### config.mk
export PLATFORM = sky130hd
export DESIGN_NAME = uart_transceiver
export DESIGN_NICKNAME = d
export VERILOG_FILES = /design/src/rtl/uart_transceiver.sv
export SDC_FILE = /design/constraint.sdc
export NUM_CORES = 1
export LEC_CHECK = 0
export CAP_MARGIN = 20
export CORE_MARGIN = 1
export CORE_UTILIZATION = 50
export CTS_CLUSTER_DIAMETER = 80
export DETAILED_ROUTE_END_ITERATION = 6
export GPL_ROUTABILITY_DRIVEN = 1
export GPL_TIMING_DRIVEN = 0
export PLACE_DENSITY_LB_ADDON = 0.08
export RECOVER_POWER = 50
export SLEW_MARGIN = 10
export SYNTH_ARGS = -nofsm -noshare
export SYNTH_HDL_FRONTEND = slang
export SYNTH_SLANG_ARGS = --single-unit
### constraint.sdc
create_clock -name clk -period 3.2 [get_ports clk]
set_clock_uncertainty 0.2 [all_clocks]
set_input_delay 0.32 -clock clk [delete_from_list [all_inputs] [get_ports clk]]
set_output_delay 0.32 -clock clk [all_outputs]
set_load 0.05 [all_outputs]
### src/rtl/uart_transceiver.sv
// uart_transceiver: full-duplex UART link with a configurable bit period, 5..9 data bits and 1..2 stop bits; UART_PARITY_EN adds a parity bit.
// Latency: tx_o starts one cycle after the handshake; rx_valid follows about 2 + CLKS_PER_BIT/2 + (data+parity+1) bit periods after rx_i falls.
// Backpressure: tx_ready stays low for the whole frame and tx_valid is dropped meanwhile; RX has none, so a missed rx_valid loses the word.
module uart_transceiver #(
    parameter int CLKS_PER_BIT = 260,
    parameter int DATA_BITS    = 8,
    parameter int STOP_BITS    = 1,
    parameter int PARITY_ODD   = 0
) (
    input  logic                 clk,
    input  logic                 reset_n,
    input  logic                 rx_i,
    output logic                 tx_o,
    input  logic [DATA_BITS-1:0] tx_data,
    input  logic                 tx_valid,
    output logic                 tx_ready,
    output logic [DATA_BITS-1:0] rx_data,
    output logic                 rx_valid,
    output logic                 rx_frame_err,
    output logic                 rx_parity_err
);
    localparam int CW = $clog2(CLKS_PER_BIT);
    localparam int BW = $clog2(DATA_BITS + 1);
    localparam logic [CW-1:0] BIT_LAST  = CW'(CLKS_PER_BIT - 1);
    localparam logic [CW-1:0] HALF_LAST = CW'(CLKS_PER_BIT / 2 - 1);
    localparam logic [BW-1:0] DATA_LAST = BW'(DATA_BITS - 1);
    localparam logic [BW-1:0] STOP_LAST = BW'(STOP_BITS - 1);

    if (CLKS_PER_BIT < 8 || DATA_BITS < 5 || DATA_BITS > 9 || STOP_BITS < 1 || STOP_BITS > 2
        || PARITY_ODD < 0 || PARITY_ODD > 1) begin : gBadParams
        $error("uart_transceiver: illegal parameter set");
    end

    typedef enum logic [2:0] {TX_IDLE, TX_START, TX_DATA, TX_PARITY, TX_STOP} txState_t;
    typedef enum logic [2:0] {RX_IDLE, RX_START, RX_DATA, RX_PARITY, RX_STOP, RX_WAIT_IDLE} rxState_t;

    txState_t             txState, txStateNxt;
    logic [CW-1:0]        txCnt, txCntNxt;
    logic [BW-1:0]        txBit, txBitNxt;
    logic [DATA_BITS-1:0] txShift, txShiftNxt;
    logic                 txOut, txOutNxt;
    logic                 txRdy, txRdyNxt;
`ifdef UART_PARITY_EN
    logic                 txPar, txParNxt;
`endif

    always_ff @(posedge clk or negedge reset_n) begin
        if (!reset_n) begin
            txState <= TX_IDLE;
            txCnt   <= '0;
            txBit   <= '0;
            txShift <= '0;
            txOut   <= 1'b1;
            txRdy   <= 1'b1;
`ifdef UART_PARITY_EN
            txPar   <= 1'b0;
`endif
        end else begin
            txState <= txStateNxt;
            txCnt   <= txCntNxt;
            txBit   <= txBitNxt;
            txShift <= txShiftNxt;
            txOut   <= txOutNxt;
            txRdy   <= txRdyNxt;
`ifdef UART_PARITY_EN
            txPar   <= txParNxt;
`endif
        end
    end

    always_comb begin
        txStateNxt = txState;
        txCntNxt   = txCnt + 1'b1;
        txBitNxt   = txBit;
        txShiftNxt = txShift;
        txOutNxt   = txOut;
        txRdyNxt   = txRdy;
`ifdef UART_PARITY_EN
        txParNxt   = txPar;
`endif
        case (txState)
            TX_IDLE: begin
                txCntNxt = '0;
                txOutNxt = 1'b1;
                if (tx_valid && txRdy) begin
                    txShiftNxt = tx_data;
                    txRdyNxt   = 1'b0;
                    txOutNxt   = 1'b0;
                    txStateNxt = TX_START;
`ifdef UART_PARITY_EN
                    txParNxt   = (^tx_data) ^ 1'(PARITY_ODD);
`endif
                end
            end
            TX_START: begin
                if (txCnt == BIT_LAST) begin
                    txCntNxt   = '0;
                    txBitNxt   = '0;
                    txOutNxt   = txShift[0];
                    txStateNxt = TX_DATA;
                end
            end
            TX_DATA: begin
                if (txCnt == BIT_LAST) begin
                    txCntNxt = '0;
                    if (txBit == DATA_LAST) begin
                        txBitNxt   = '0;
`ifdef UART_PARITY_EN
                        txOutNxt   = txPar;
                        txStateNxt = TX_PARITY;
`else
                        txOutNxt   = 1'b1;
                        txStateNxt = TX_STOP;
`endif
                    end else begin
                        // the bit being shifted out always sits in txShift[0]
                        txBitNxt   = txBit + 1'b1;
                        txShiftNxt = txShift >> 1;
                        txOutNxt   = txShift[1];
                    end
                end
            end
`ifdef UART_PARITY_EN
            TX_PARITY: begin
                if (txCnt == BIT_LAST) begin
                    txCntNxt   = '0;
                    txOutNxt   = 1'b1;
                    txStateNxt = TX_STOP;
                end
            end
`endif
            TX_STOP: begin
                if (txCnt == BIT_LAST) begin
                    txCntNxt = '0;
                    if (txBit == STOP_LAST) begin
                        txRdyNxt   = 1'b1;
                        txStateNxt = TX_IDLE;
                    end else begin
                        txBitNxt = txBit + 1'b1;
                    end
                end
            end
            default: txStateNxt = TX_IDLE;
        endcase
    end

    assign tx_o     = txOut;
    assign tx_ready = txRdy;

    // rxSync[1] is the metastability-safe copy of rx_i
    logic [1:0] rxSync;
    logic       rxLine;

    always_ff @(posedge clk or negedge reset_n) begin
        if (!reset_n) begin
            rxSync <= 2'b11;
        end else begin
            rxSync <= {rxSync[0], rx_i};
        end
    end

    assign rxLine = rxSync[1];

    rxState_t             rxState, rxStateNxt;
    logic [CW-1:0]        rxCnt, rxCntNxt;
    logic [BW-1:0]        rxBit, rxBitNxt;
    logic [DATA_BITS-1:0] rxShift, rxShiftNxt;
    logic [DATA_BITS-1:0] rxDataQ, rxDataNxt;
    logic                 rxValidQ, rxValidNxt;
    logic                 rxFrameErrQ, rxFrameErrNxt;
`ifdef UART_PARITY_EN
    logic                 rxParBad, rxParBadNxt;
    logic                 rxParErrQ, rxParErrNxt;
`endif

    always_ff @(posedge clk or negedge reset_n) begin
        if (!reset_n) begin
            rxState     <= RX_IDLE;
            rxCnt       <= '0;
            rxBit       <= '0;
            rxShift     <= '0;
            rxDataQ     <= '0;
            rxValidQ    <= 1'b0;
            rxFrameErrQ <= 1'b0;
`ifdef UART_PARITY_EN
            rxParBad    <= 1'b0;
            rxParErrQ   <= 1'b0;
`endif
        end else begin
            rxState     <= rxStateNxt;
            rxCnt       <= rxCntNxt;
            rxBit       <= rxBitNxt;
            rxShift     <= rxShiftNxt;
            rxDataQ     <= rxDataNxt;
            rxValidQ    <= rxValidNxt;
            rxFrameErrQ <= rxFrameErrNxt;
`ifdef UART_PARITY_EN
            rxParBad    <= rxParBadNxt;
            rxParErrQ   <= rxParErrNxt;
`endif
        end
    end

    always_comb begin
        rxStateNxt    = rxState;
        rxCntNxt      = rxCnt + 1'b1;
        rxBitNxt      = rxBit;
        rxShiftNxt    = rxShift;
        rxDataNxt     = rxDataQ;
        rxValidNxt    = 1'b0;
        rxFrameErrNxt = 1'b0;
`ifdef UART_PARITY_EN
        rxParBadNxt   = rxParBad;
        rxParErrNxt   = 1'b0;
`endif
        case (rxState)
            RX_IDLE: begin
                rxCntNxt = '0;
                if (!rxLine) begin
                    rxStateNxt = RX_START;
                end
            end
            RX_START: begin
                // a start bit gone high again by mid-bit is treated as line noise
                if (rxCnt == HALF_LAST) begin
                    rxCntNxt   = '0;
                    rxBitNxt   = '0;
                    rxStateNxt = rxLine ? RX_IDLE : RX_DATA;
                end
            end
            RX_DATA: begin
                if (rxCnt == BIT_LAST) begin
                    rxCntNxt   = '0;
                    rxShiftNxt = {rxLine, rxShift[DATA_BITS-1:1]};
                    if (rxBit == DATA_LAST) begin
                        rxBitNxt   = '0;
`ifdef UART_PARITY_EN
                        rxStateNxt = RX_PARITY;
`else
                        rxStateNxt = RX_STOP;
`endif
                    end else begin
                        rxBitNxt = rxBit + 1'b1;
                    end
                end
            end
`ifdef UART_PARITY_EN
            RX_PARITY: begin
                if (rxCnt == BIT_LAST) begin
                    rxCntNxt    = '0;
                    rxParBadNxt = rxLine ^ (^rxShift) ^ 1'(PARITY_ODD);
                    rxStateNxt  = RX_STOP;
                end
            end
`endif
            RX_STOP: begin
                if (rxCnt == BIT_LAST) begin
                    rxCntNxt      = '0;
                    rxValidNxt    = 1'b1;
                    rxDataNxt     = rxShift;
                    rxFrameErrNxt = !rxLine;
`ifdef UART_PARITY_EN
                    rxParErrNxt   = rxParBad;
`endif
                    rxStateNxt    = rxLine ? RX_IDLE : RX_WAIT_IDLE;
                end
            end
            RX_WAIT_IDLE: begin
                rxCntNxt = '0;
                if (rxLine) begin
                    rxStateNxt = RX_IDLE;
                end
            end
            default: rxStateNxt = RX_IDLE;
        endcase
    end

    assign rx_data      = rxDataQ;
    assign rx_valid     = rxValidQ;
    assign rx_frame_err = rxFrameErrQ;
`ifdef UART_PARITY_EN
    assign rx_parity_err = rxParErrQ;
`else
    assign rx_parity_err = 1'b0;
`endif

endmodule
==> out/results.env <==
VIOLATIONS_IN_THE_FINAL_REPORTS='max-capacitance violations, max-slew violations'
RR_STARTPOINT='txCnt[7]'
NUMBER_OF_LIBRARY_CELL_TYPES_MAPPED_BY_SYNTHESIS=61
TIMING.HOLD.WORST.CLASS='register to register'
ANTENNA-DIODE-COUNT=0
TIMING_HOLD_VIOLATIONS_FINAL=0
SYNTHESIZED_AREA_PER_CELL_UM2=11.5
PWR_DENSITY_CELL_nW_PER_UM2=418
CTS.ROOT.BUFFER_CELL='clkbuf_8'
INITIAL_UTILIZATION=0.519
CTS_INSERTED_BUFFERS=9
MAX_FREQ_MHz=390
TOTAL_NEGATIVE_SETUP_SLACK_NS=0
FILLCELLCOUNT=510
SYNTH_AREA_LEADER_CELL='dfrtp_1'
POSTSYNTH.ASYNCRESETSHARE=1.00
SYNTH_SEQUENTIAL_AREA_RATIO=0.506
CLK_TRANSITION_REPORTED_PATHS_NS=0.08
DIE_X_UM=80.4
YOSYS.CELL_COUNT.TOP_TYPE='dfrtp_1'
SYNTH-SEQ-CELLS=62
TIMING.FINAL.CRIT_SHARE=0.801
REMAINING_DRC_ERRORS=0
MAX-CLOCK-PATH-BUFFERS=2
SETUP_VIOL=0
DRT_ITER0_DRC=56
FINAL_LAYOUT_SIZE_SUFFIX_GT1_FRAC=0.224
POST_SYNTHESIS_CELLS=268
WORSTMARGINPINSLEW_NS=1.50
PLACE_WORST_SETUP_SLACK_NS=0.723
AREA.GROWTH.SYNTH_TO_FINAL_PCT=17.0
END_KIND='register'
SYNTHTOPCELLSBYAREA='dfrtp_1, mux2_2, dfstp_2, nor2_1, xor2_1'
WORST_HOLD_PATH.NUM_CELLS=0
DRT_FIRST_PASS_ITERS=4
POSTCTSRESIZEDCELLS=0
MAXIMUM_NUMBER_OF_PINS_ON_ONE_NET_BEFORE_GLOBAL_ROUTE_REPAIR=63
SLEW_VIOL_FINAL=41
HTREE_LEVELS=3
TIMING.SETUP.CRITICAL_PATH_CLASS='register to register'
FLOORPLAN.IO_PINS=25
NETS=321
IO_PORT_BUFS=23
CP_MAX_FANOUT=8
CRITICAL_PATH.STARTPOINT_TYPE='register'
SYNTH_AREA_UM2=3080
MULTIINPUTGATEAREA_UM2=1420
YOSYS.AREA.TOP_TYPE_SHARE=0.472
PLACEABLECOREAREA_UM2=5920
WORST-ENDPOINT-REQUIRED_NS=3.22
REG2REG_TO='txShift[4]'
CAP_VIOL_MAX_COUNT=1
SYN_NETS=286
ROUTABILITY_CONG=0.773
SETUP_SLACK_REG_TO_REG_NS=0.64
GRT_USAGE=0.187
TIMING.HOLD.WORST_ENDPOINT='rxSync[1]'
CTS_TREE='done'
SYNTH_COMMONEST_CELLS='dfrtp_1, mux2_2, nor2_1'
STANDARD_CELL_ROW_COUNT=28
FINAL.MIN_CLOCK_PERIOD_NS=2.56
WORST_HOLD_STARTPOINT='rxSync[0]'
CLOCK-SINKS=62
VIA_PER_INST=5.46
WORST_R2R_PATH_DEPTH=6
ANTENNA_LEFT=0
SYNTH-WARNING-COUNT=0
WORST_SLACK_NS=0.637
WIRE_LENGTH_OF_THE_FIRST_GLOBAL_ROUTING_PASS_UM=9270
SETUP_REPAIR_AFTER_GLOBAL_ROUTING_MISSED_ITS_MARGIN='false'
DIE_HEIGHT_UM=80.4
ROUTED_WIRELENGTH_UM=5300
DESIGN.DIE.AREA_UM2=6470
NUMBER_OF_VIAS_AFTER_DETAILED_ROUTING=2092
MAX-SLEW-MARGIN-REL=-0.000946
HPWLAFTERDP_UM=3540
CP.ARRIVAL_NS=2.58
CLK-INSERTION-DELAY-LATE_NS=0.33
EDFF_COUNT_SYNTH=0
IR_WORST_VDD_mV=0.286
REGISTER_AREA_UM2=1560
ROUTED_LENGTH_PER_PLACED_INSTANCE_UM=13.8
GRT_OVERFLOW_TOTAL=0
FIRST_GLOBAL_VIAS=2059
YS_DOMINANT_REG_CELL='dfrtp_1'
ANTENNA_FOUND_INITIAL=0
STATUS='finished, violations left'
POWER.STATIC_LEAKAGE_nW=1.59
[worst max-delay path, stage by stage, from the launching register on]
cell	delay [ns]
dfrtp_1	0.41
or4_1	0.52
clkbuf_1	0.17
nor2_1	0.39
a31o_2	0.22
buf_2	0.20
mux2_2	0.35
[per-layer routing]
metal  track usage  vias to the layer above  part of all wire
met4        0.0786                        0             0.016
li1              -                     1028                 -
met2         0.314                       26              0.48
met1         0.235                     1031              0.48
met3        0.0364                        7             0.024
met5             0                        -                 0
[through the flow]
stage	hold WS, ns	util	cell area [µm²]	cells	power [mW]
CTS	0.161	0.609	3600	383	1.52
floorplan	-0.176	-	3080	268	0.810
detailed placement	0.148	0.574	3400	366	0.840
global route	0.168	0.608	3600	383	1.56
global placement	0.147	0.574	3400	366	0.840
finish	0.159	0.608	3600	383	1.51
[sequential cells by signal, summed over array words and instances (netlist names)]
| name | cells |
|---|---|
| rxCnt | 9 |
| txCnt | 9 |
| rxShift | 8 |
| rx_data | 8 |
| txShift | 8 |
| rxBit | 4 |
| txBit | 4 |
| rxState | 3 |
| txState | 3 |
| rxSync | 2 |
| rx_frame_err | 1 |
| rx_valid | 1 |
| tx_o | 1 |
| tx_ready | 1 |
[worst max path at each step]
stage / startpoint / endpoint / slack, ns / depth (start not counted)
3_3_place_gp: reset_n / txCnt[0] / -0.44 / 1
2_1_floorplan: rxCnt[3] / rx_data[0] / 0.88 / 5
4_1_cts: rxCnt[3] / rxShift[7] / 0.70 / 4
6_report: txCnt[7] / txShift[4] / 0.64 / 6
5_1_grt: txCnt[7] / txShift[2] / 0.49 / 6
3_5_place_dp: rxCnt[3] / rxShift[7] / 0.72 / 4
[cells in the final DEF (no fill, tap or decap), drive strengths merged, types with 6 or more instances in the layout]
cell type,n
and3,7
clkbuf,18
clkdlybuf4s50,18
dfrtp,58
ha,6
inv,9
mux2,32
nand2,8
nand3,10
nor2,28
xnor2,6
xor2,10
[power breakdown]
group          internal, mW  leakage [nW]  total (mW)  switching (mW)
Clock                 0.361        0.0956       0.682           0.321
Combinational        0.0159         0.684      0.0362          0.0204
Sequential            0.786         0.813       0.787         0.00158
Total                  1.16          1.59        1.51           0.343
[cells by family after synthesis]
family / Yosys count / share of synthesized area
multiplexers: 35 / 0.127
flip-flops: 62 / 0.506
buffers and inverters: 21 / 0.0301
adder cells (fa/ha/maj): 6 / 0.0244
other: 1 / 0.00122
XOR/XNOR: 16 / 0.0456
AND/OR/NAND/NOR: 92 / 0.175
AO/OA/AOI/OAI: 35 / 0.0911
[area by class of cell]
type / count / share of cell area
multi-input combinational: 185 / 0.396
clock inverter: 7 / 0.0202
sequential: 62 / 0.433
timing repair buffer: 24 / 0.0654
tap: 75 / 0.0261
clock buffer: 9 / 0.0344
inverter: 8 / 0.00834
buffer: 13 / 0.0174
[repair_timing]
item / CTS / global route
hold endpoints to repair: 58 / 0
hold buffers: 1 / 0
setup endpoints to repair: 0 / 0
buffers inserted: 0 / 0
Power figures use the tool's default switching activity.
